File: config.mk
export PLATFORM = sky130hd
export DESIGN_NAME = uart_tx
export DESIGN_NICKNAME = d
export VERILOG_FILES = /design/src/rtl/uart_pkg.sv /design/src/rtl/uart_baud_counter.sv /design/src/rtl/uart_tx.sv
export SDC_FILE = /design/constraint.sdc
export NUM_CORES = 1
export LEC_CHECK = 0
export CORE_ASPECT_RATIO = 1.25
export CORE_MARGIN = 4
export CORE_UTILIZATION = 40
export DETAILED_ROUTE_END_ITERATION = 10
export PLACE_DENSITY = 0.56
export SYNTH_ARGS = -nofsm -noshare
export SYNTH_HDL_FRONTEND = slang
export SYNTH_SLANG_ARGS = --single-unit
File: constraint.sdc
create_clock -name clk -period 3.5 [get_ports clk]
set_input_delay 0.7 -clock clk [delete_from_list [all_inputs] [get_ports clk]]
set_output_delay 0.7 -clock clk [all_outputs]
set_load 0.05 [all_outputs]
File: src/rtl/uart_pkg.sv
// Shared definitions for the UART transmit path.
// Contents: the transmitter state encoding, the default bit-period divider,
// the parity mode constants, and the parity helper function used when a
// word is fetched.
package uart_pkg;

  // Transmitter FSM states, 3-bit encoding.
  typedef enum logic [2:0] {
    ST_IDLE   = 3'd0,
    ST_FETCH  = 3'd1,
    ST_START  = 3'd2,
    ST_DATA   = 3'd3,
    ST_PARITY = 3'd4,
    ST_STOP   = 3'd5
  } uart_state_e;

  // 100 MHz system clock / 115200 baud.
  localparam int unsigned CLK_DIV_DEFAULT = 32'd868;

  // Parity mode selectors for the ParityOdd parameter.
  localparam int unsigned PARITY_EVEN = 32'd0;
  localparam int unsigned PARITY_ODD  = 32'd1;

  // Parity of a word of up to 32 bits. Zero-extended upper bits do not
  // change the XOR, so narrower words may be passed through a size cast.
  function automatic logic calc_parity(input logic [31:0] data, input logic odd);
    return (^data) ^ odd;
  endfunction

endpackage

File: src/rtl/uart_baud_counter.sv
// Bit-period timer shared by the UART transmitter and receiver.
// Ports:
//   clk        - system clock
//   rst_n      - asynchronous active-low reset
//   clear_i    - hold the counter at zero (used while no bit is on the line)
//   bit_done_o - registered one-cycle pulse on the last cycle of each bit period
// The counter wraps from ClkDiv-1 back to 0 by itself, so every new bit
// period starts from zero without an explicit clear.
module uart_baud_counter
  import uart_pkg::*;
#(
  parameter int unsigned ClkDiv = CLK_DIV_DEFAULT
) (
  input  logic clk,
  input  logic rst_n,
  input  logic clear_i,
  output logic bit_done_o
);

  localparam int unsigned CW = (ClkDiv > 32'd1) ? $clog2(ClkDiv) : 32'd1;
  localparam logic [CW-1:0] LAST = CW'(ClkDiv - 32'd1);

  logic [CW-1:0] cnt_q, cnt_d;
  logic          done_q, done_d;

  // Next count: hold at zero on clear, wrap at the end of a bit period.
  always_comb begin
    cnt_d  = cnt_q;
    done_d = 1'b0;
    if (clear_i) begin
      cnt_d = '0;
    end else if (cnt_q == LAST) begin
      cnt_d = '0;
    end else begin
      cnt_d = cnt_q + CW'(1);
    end
    // Flag the cycle in which the counter will sit on its last value.
    done_d = (cnt_d == LAST);
  end

  // Counter and pulse registers.
  always_ff @(posedge clk or negedge rst_n) begin
    if (!rst_n) begin
      cnt_q  <= '0;
      done_q <= 1'b0;
    end else begin
      cnt_q  <= cnt_d;
      done_q <= done_d;
    end
  end

  assign bit_done_o = done_q;

endmodule

File: src/rtl/uart_tx.sv
// UART transmitter draining the TX FIFO onto the serial pad.
// Frame: start bit, DataWidth data bits LSB first, optional parity bit,
// StopBits stop bits. One FIFO pop per frame.
// Ports:
//   clk           - system clock
//   rst_n         - asynchronous active-low reset
//   tx_enable     - permits starting new frames (never truncates one)
//   fifo_data     - FIFO read data, valid one cycle after has_data
//   fifo_has_data - FIFO non-empty
//   fifo_read     - one-cycle pop strobe, high during FETCH only
//   tx            - serial line, idle high, registered
//   busy          - high whenever the FSM is not IDLE, registered
module uart_tx
  import uart_pkg::*;
#(
  parameter int unsigned ClkDiv    = CLK_DIV_DEFAULT,
  parameter int unsigned DataWidth = 32'd8,
  parameter int unsigned ParityEn  = 32'd0,
  parameter int unsigned ParityOdd = PARITY_EVEN,
  parameter int unsigned StopBits  = 32'd1
) (
  input  logic                 clk,
  input  logic                 rst_n,
  input  logic                 tx_enable,
  input  logic [DataWidth-1:0] fifo_data,
  input  logic                 fifo_has_data,
  output logic                 fifo_read,
  output logic                 tx,
  output logic                 busy
);

  localparam int unsigned IW = (DataWidth > 32'd1) ? $clog2(DataWidth) : 32'd1;
  localparam logic [IW-1:0] LAST_BIT  = IW'(DataWidth - 32'd1);
  localparam logic          LAST_STOP = 1'(StopBits - 32'd1);
  localparam logic          ODD_SEL   = (ParityOdd == PARITY_ODD);

  uart_state_e          state_q, state_d;
  logic [DataWidth-1:0] shift_q, shift_d;
  logic                 parity_q, parity_d;
  logic [IW-1:0]        bit_idx_q, bit_idx_d;
  logic                 stop_idx_q, stop_idx_d;
  logic                 tx_q, tx_d;
  logic                 fifo_read_q, fifo_read_d;
  logic                 busy_q, busy_d;

  logic                 baud_clear_s;
  logic                 bit_done_s;
  logic                 start_ok_s;

  uart_baud_counter #(
    .ClkDiv(ClkDiv)
  ) u_baud (
    .clk       (clk),
    .rst_n     (rst_n),
    .clear_i   (baud_clear_s),
    .bit_done_o(bit_done_s)
  );

  assign start_ok_s = fifo_has_data & tx_enable;

  // Next-state logic for the frame sequencer, shift register and parity.
  always_comb begin
    state_d      = state_q;
    shift_d      = shift_q;
    parity_d     = parity_q;
    bit_idx_d    = bit_idx_q;
    stop_idx_d   = stop_idx_q;
    baud_clear_s = 1'b0;
    case (state_q)
      ST_IDLE: begin
        baud_clear_s = 1'b1;
        if (start_ok_s) begin
          state_d = ST_FETCH;
        end else begin
          state_d = ST_IDLE;
        end
      end
      ST_FETCH: begin
        // Read data is valid now; the counter is still held at zero so
        // the start bit gets a full period.
        baud_clear_s = 1'b1;
        shift_d      = fifo_data;
        parity_d     = calc_parity(32'(fifo_data), ODD_SEL);
        bit_idx_d    = '0;
        stop_idx_d   = 1'b0;
        state_d      = ST_START;
      end
      ST_START: begin
        if (bit_done_s) begin
          bit_idx_d = '0;
          state_d   = ST_DATA;
        end else begin
          state_d = ST_START;
        end
      end
      ST_DATA: begin
        if (bit_done_s) begin
          shift_d = shift_q >> 1;
          if (bit_idx_q == LAST_BIT) begin
            stop_idx_d = 1'b0;
            state_d    = (ParityEn != 32'd0) ? ST_PARITY : ST_STOP;
          end else begin
            bit_idx_d = bit_idx_q + IW'(1);
            state_d   = ST_DATA;
          end
        end else begin
          state_d = ST_DATA;
        end
      end
      ST_PARITY: begin
        if (bit_done_s) begin
          stop_idx_d = 1'b0;
          state_d    = ST_STOP;
        end else begin
          state_d = ST_PARITY;
        end
      end
      ST_STOP: begin
        if (bit_done_s) begin
          if (stop_idx_q == LAST_STOP) begin
            // Chain straight into the next frame when more data waits.
            if (start_ok_s) begin
              state_d = ST_FETCH;
            end else begin
              state_d = ST_IDLE;
            end
          end else begin
            stop_idx_d = stop_idx_q + 1'b1;
            state_d    = ST_STOP;
          end
        end else begin
          state_d = ST_STOP;
        end
      end
      default: begin
        baud_clear_s = 1'b1;
        state_d      = ST_IDLE;
      end
    endcase
  end

  // Output values decoded from the upcoming state so they can be registered.
  always_comb begin
    tx_d        = 1'b1;
    fifo_read_d = (state_d == ST_FETCH);
    busy_d      = (state_d != ST_IDLE);
    case (state_d)
      ST_START:  tx_d = 1'b0;
      ST_DATA:   tx_d = shift_d[0];
      ST_PARITY: tx_d = parity_d;
      default:   tx_d = 1'b1;
    endcase
  end

  // State, datapath and output registers.
  always_ff @(posedge clk or negedge rst_n) begin
    if (!rst_n) begin
      state_q     <= ST_IDLE;
      shift_q     <= '0;
      parity_q    <= 1'b0;
      bit_idx_q   <= '0;
      stop_idx_q  <= 1'b0;
      tx_q        <= 1'b1;
      fifo_read_q <= 1'b0;
      busy_q      <= 1'b0;
    end else begin
      state_q     <= state_d;
      shift_q     <= shift_d;
      parity_q    <= parity_d;
      bit_idx_q   <= bit_idx_d;
      stop_idx_q  <= stop_idx_d;
      tx_q        <= tx_d;
      fifo_read_q <= fifo_read_d;
      busy_q      <= busy_d;
    end
  end

  assign tx        = tx_q;
  assign fifo_read = fifo_read_q;
  assign busy      = busy_q;

endmodule

---- Yosys cells after proc, flatten, opt, wreduce, memory -nomap -nowiden ----
Index checks and enable logic that the tools add are counted.
storage, ports and cells
  output and inout bits ................... 3
  flip-flop bits (word level) ............. 30
cells by class
  add/subtract/negate cells ............... 3
  eq/ne operators ......................... 18
  bitwise gates (word level) .............. 1
  reductions and logical operators ........ 10
  mux-type cells .......................... 24
operators by type and width
  kind                                            count
  parity 32 bit                                   1
  two-way mux 3 bit                               7
  == test 10 bit (second input constant)          2
  two-way mux 10 bit                              2
  one-hot mux 3 bit (6 select lines)              1
  one-hot mux 8 bit (2 select lines)              1
  == test 3 x 2 -> 1 bit (second input constant)  4
  == test 3 bit (second input constant)           4
  adder 10 x 1 -> 10 bit (second input constant)  1
  two-way mux 1 bit                               9
  one-hot mux 3 bit (3 select lines)              1
  two-way mux 8 bit                               1
  != test 2 x 1 -> 1 bit (second input constant)  4
  == test 3 x 1 -> 1 bit (second input constant)  2
  nonzero test 3 bit                              2
  AND reduction 5 bit                             1
  != test 2 bit (second input constant)           2
  one-hot mux 1 bit (4 select lines)              1
  AND reduction 4 bit                             1
  nonzero test 4 bit                              1
  OR reduction 4 bit                              1
  adder 3 x 1 -> 3 bit (second input constant)    1
  logical NOT 3 bit                               1
  one-hot mux 1 bit (3 select lines)              1
  other kinds (4)                                 4

---- Longest topological paths before layout ----
  word-level depth ........................ 7
  depth in mapped cells ................... 6
  mapped depth without buffers ............ 6

---- Cells and area by module ----
Synthesis repeated with hierarchy kept, for this count alone.
second synthesis, totals
  cells, all modules ...................... 159
  area total of the unflattened synthesis .. 1,559.0 um2
by module, submodules not included
  module             instances  cells each  area an instance (um2)  seq. area each (um2)
  uart_tx            1          105         1,023.5                 451.7
  uart_baud_counter  1          54          535.5                   275.3

---- Least setup slack after synthesis ----
Ideal clock, no wire load.
  path type ............................... reg-to-reg
  from .................................... register u_baud.cnt_q[0]
  to ...................................... register u_baud.done_q (netlist: u_baud.bit_done_o)
  library setup time ...................... 0.134 ns
  cell stages (with the launch flop) ...... 6
  required time ........................... 3.366 ns
  arrival ................................. 1.568 ns
  setup slack ............................. 1.797 ns
  clock period less this slack ............ 1.703 ns
  cell sequence ........................... dfrtp_1 ha_1 or2b_2 o221a_1 o31ai_1 nor4_2
between the ends
  longest elaborated chain between the ends .. 4
  elaborated cells on any way between the ends .. 5
ends and longest elaborated chain
  what                                                      line                                              RTL
  start, declared                                           uart_baud_counter.sv:23                           logic [CW-1:0] cnt_q, cnt_d;
  start signal, assigned                                    uart_baud_counter.sv:47                           cnt_q <= cnt_d;
  adder 10 x 1 -> 10 bit or == test 10 bit (tied branches)  uart_baud_counter.sv:35, uart_baud_counter.sv:32
  two-way mux 10 bit (*)                                    uart_baud_counter.sv:32                           end else if (cnt_q == LAST) begin
  two-way mux 10 bit (*)                                    uart_baud_counter.sv:30                           if (clear_i) begin
  == test 10 bit (*)                                        uart_baud_counter.sv:38                           done_d = (cnt_d == LAST);
  via u_baud.done_d                                         uart_baud_counter.sv:24                           logic done_q, done_d;
  end signal, assigned                                      uart_baud_counter.sv:48                           done_q <= done_d;
  end, declared                                             uart_baud_counter.sv:24
The timed path passes the listed nets; every way through them passes the cells marked *.
A chain may end at the register's enable or synchronous reset.

---- Worst setup path in the final report ----
  from .................................... register tx_q (netlist: tx)
  to ...................................... output tx
RTL lines
  what                    line            RTL
  start, declared         uart_tx.sv:42   logic tx_q, tx_d;
  start signal, assigned  uart_tx.sv:172  tx_q <= tx_d;
  end, declared           uart_tx.sv:28   output logic tx,
No word-level cell between the ends.

==> flow_metrics.py <==
metrics = {
    "routing": {
        "drc": 0,
        "first_pass_iters": 5,
        "viasPerCell": 5.56,
        "first_iter_violations": 58,
        "wirelength_um": 2780,
        "antenna_left": 0,
        "via_count": 1124,
        "wl_per_cell_um": 13.8,
    },
    "global_route": {
        "grt_start_max_net_pins": 30,
        "track_usage_pct": 13.0,
        "grt_pass1_vias": 1131,
        "antenna_found_initial": 0,
        "grt_overflow": 0,
        "grt_pass1_wl_um": 4950,
    },
    "clock_network": {
        "cts_tree": "done",
        "post-cts-setup-buffers": 0,
        "ctsHoldBuffers": 0,
        "clk_path_buf_depth": 2,
        "cts_buffers": 5,
        "clk_latency_ns": 0.28,
        "cts_resized": 0,
        "clkSinkCount": 29,
        "ctsRootBufferMaster": "clkbuf_8",
        "clk_pin_slew_ns": 0.06,
        "htreeDepth": 2,
    },
    "critical_path": {
        "worstPathRequired_ns": 2.80,
        "crit_type": "flop to output port",
        "r2r_slack_ns": 1.59,
        "crit_family": "buffers and inverters",
        "cp_slowest_cell": "clkdlybuf4s50_1",
        "cp_num_cells": 1,
        "rr_worst_depth": 5,
        "arrival_ns": 1.57,
        "crit_fanout": 1,
        "cpPeakStageDelay_ns": 0.79,
        "r2r-start": "u_baud.cnt_q[0]$_DFF_PN0_",
        "start_kind": "flop",
        "crit_end": "tx",
        "cp-end-kind": "output port",
        "path_cells": "clkdlybuf4s50_1",
        "worstReg2RegEnd": "u_baud.bit_done_o$_DFF_PN0_",
        "cp_num_buf_inv": 1,
        "cp-startpoint": "tx$_DFF_PN1_",
    },
    "timing": {
        "max_freq_mhz": 440,
        "period_share_pct": 65.0,
        "setup_viol": 0,
        "setup_slack_ns": 1.23,
        "fin_crit_ns": 2.27,
        "rsz0062_at_grt": "no",
        "fin_worst_skew_ns": 0.00371,
        "drv_slew": 0,
        "fin_setup_tns_ns": 0,
        "tightest_slew_ns": 0.595,
        "slew_headroom_pct": 60.1,
        "hold_viol_final": 0,
    },
    "min_path": {
        "holdCritPathClass": "flop to flop",
        "worstHoldStart": "shift_q[0]$_DFF_PN0_",
    },
    "outcome": {
        "outcome": "complete, no violations",
    },
    "logic_synthesis": {
        "syn_nets": 159,
        "async_reset_ff_share_pct": 100,
        "synth_area_leaders": "dfrtp_1 (46%), a222oi_1 (4.6%), xnor2_1 (4.6%), inv_1 (4.0%), ha_1 (3.3%)",
        "netlist_area_um2": 1510,
        "netlist.top_cell.by_area": "dfrtp_1",
        "synth_cell_type_count": 48,
        "synth_area_per_cell_um2": 10.6,
        "syn_inst": 143,
        "synth_warnings": 0,
        "ys_seq_area_share_pct": 48.1,
        "ys.flop_type": "dfrtp_1",
        "synth_edf_count": 0,
        "ys_ff_latch": 29,
        "yosys.area.top_type_share_pct": 46.4,
    },
    "pwr": {
        "p_per_area_nw_per_um2": 604,
        "ir_drop_v": 0.000285,
        "total_power_mw": 1.08,
        "p_leak_nw": 0.849,
    },
    "final_layout": {
        "n_fill_cell": 339,
        "fin_util_pct": 50.2,
        "diodes": 0,
        "final_cells": 202,
        "syn_to_final_growth_pct": 18.8,
        "fin_nets": 178,
        "drive_above_1_share_pct": 12.3,
    },
    "placement": {
        "dp_hpwl_um": 2080,
        "portBuffers": 14,
        "gp_congestion": 0.821,
        "dpl.cell_count": 194,
        "pre_cts_ws_ns": 1.52,
    },
    "floorplan": {
        "start_util_pct": 42.3,
        "ios": 15,
        "die_w_um": 63.0,
        "core_area_um2": 3570,
        "fp.dieH_um": 76.7,
        "num_rows": 24,
        "die_area_um2": 4830,
    },
    "job": {
        "max_cap_viol_count": 0,
    },
}
==> cell families (layout without fill, tap and decap cells) <==
group	Yosys count	after routing	synth area share, %
muxes	3	3	2.24
and+or+nand+nor	45	45	17.2
buffers and inverters	19	39	4.89
DFF	29	29	48.1
xor gates and xnor gates	11	11	6.38
adders and majority gates	4	4	3.31
AOI/OAI and AO/OA	32	32	17.8
==> metrics by stage <==
| stage | area (um2) | hold slack [ns] |
|---|---|---|
| after detailed placement | 1690 | 0.480 |
| after global placement | 1690 | 0.476 |
| after floorplan | 1510 | 0.404 |
| after CTS | 1790 | 0.495 |
| final | 1790 | 0.490 |
| after global routing | 1790 | 0.529 |
==> cell type report <==
type / instances / area, um2 / area share, %
multi-input combinational: 95 / 709 / 39.5
sequential: 29 / 727 / 40.5
inverter: 16 / 60.1 / 3.35
timing repair buffer: 15 / 148 / 8.23
clock inverter: 1 / 5.00 / 0.279
tap: 39 / 48.8 / 2.72
clock buffer: 7 / 96.3 / 5.37
==> synth_stat cells (all sizes together) (3+ instances only) <==
| cell | instances |
|---|---|
| nor2 | 11 |
| xor2 | 3 |
| xnor2 | 8 |
| and3 | 3 |
| dfrtp | 28 |
| ha | 4 |
| o21ai | 4 |
| nand2 | 6 |
| nand4 | 3 |
| mux2 | 3 |
| a21oi | 5 |
| inv | 16 |
| nand3 | 6 |
| a222oi | 7 |
| a21o | 3 |
==> cell usage in the layout (no fill, tap or decap), types with 3 or more instances in the layout <==
cell             synthesis  layout
dfrtp_1                 28      28
clkdlybuf4s50_1          0      14
nor2_1                  11      11
nand2_1                  6       6
inv_1                   16      16
xnor2_1                  8       8
xor2_1                   3       3
ha_1                     4       4
a222oi_1                 7       7
mux2_2                   3       3
clkbuf_8                 0       7
o21ai_0                  3       3
and3_1                   3       3
nand4_1                  3       3
nand3_1                  6       6
a21oi_1                  5       5
==> worst min-delay path by stage <==
stage                               endpoint  slack [ns]  cells past startpoint
finish                  shift_q[0]$_DFF_PN0_        0.49                      2
global route          shift_q[1]$_DFFE_PN0P_        0.53                      2
detailed placement    shift_q[2]$_DFFE_PN0P_        0.48                      2
CTS                   shift_q[2]$_DFFE_PN0P_        0.49                      2
global placement      shift_q[1]$_DFFE_PN0P_        0.48                      2
floorplan           bit_idx_q[0]$_DFFE_PN0P_        0.40                      0
==> state kept, by name, summed over array words and instances (netlist names) <==
| signal | count |
|---|---|
| shift_q | 8 |
| u_baud.cnt_q | 10 |
| tx | 1 |
| busy | 1 |
| parity_q | 1 |
| fifo_read | 1 |
| bit_idx_q | 3 |
| u_baud.bit_done_o | 1 |
| state_q | 3 |
==> report_power, final <==
part,internal [mW],switching (mW)
sequential,0.426,0.0881
clock,0.177,0.117
combinational,0.136,0.140
total,0.739,0.345
==> worst reg2reg max path, stage by stage (launching register included) <==
cell and delay [ns]:
dfrtp_1 0.42, ha_1 0.24, or2b_2 0.34, o41ai_4 0.55
a21o_1 0.17, nor4_2 0.05
==> metal layers <==
layer  track usage (%)  vias to the layer above  routed length (um)
li1                  -                      556                   -
met2              21.8                       19                1380
met3              4.24                        6                 139
met1              14.6                      543                1210
met4              6.62                        0                  47
met5                 0                        -                   0
Note: power is estimated with default switching activity, not from simulation.
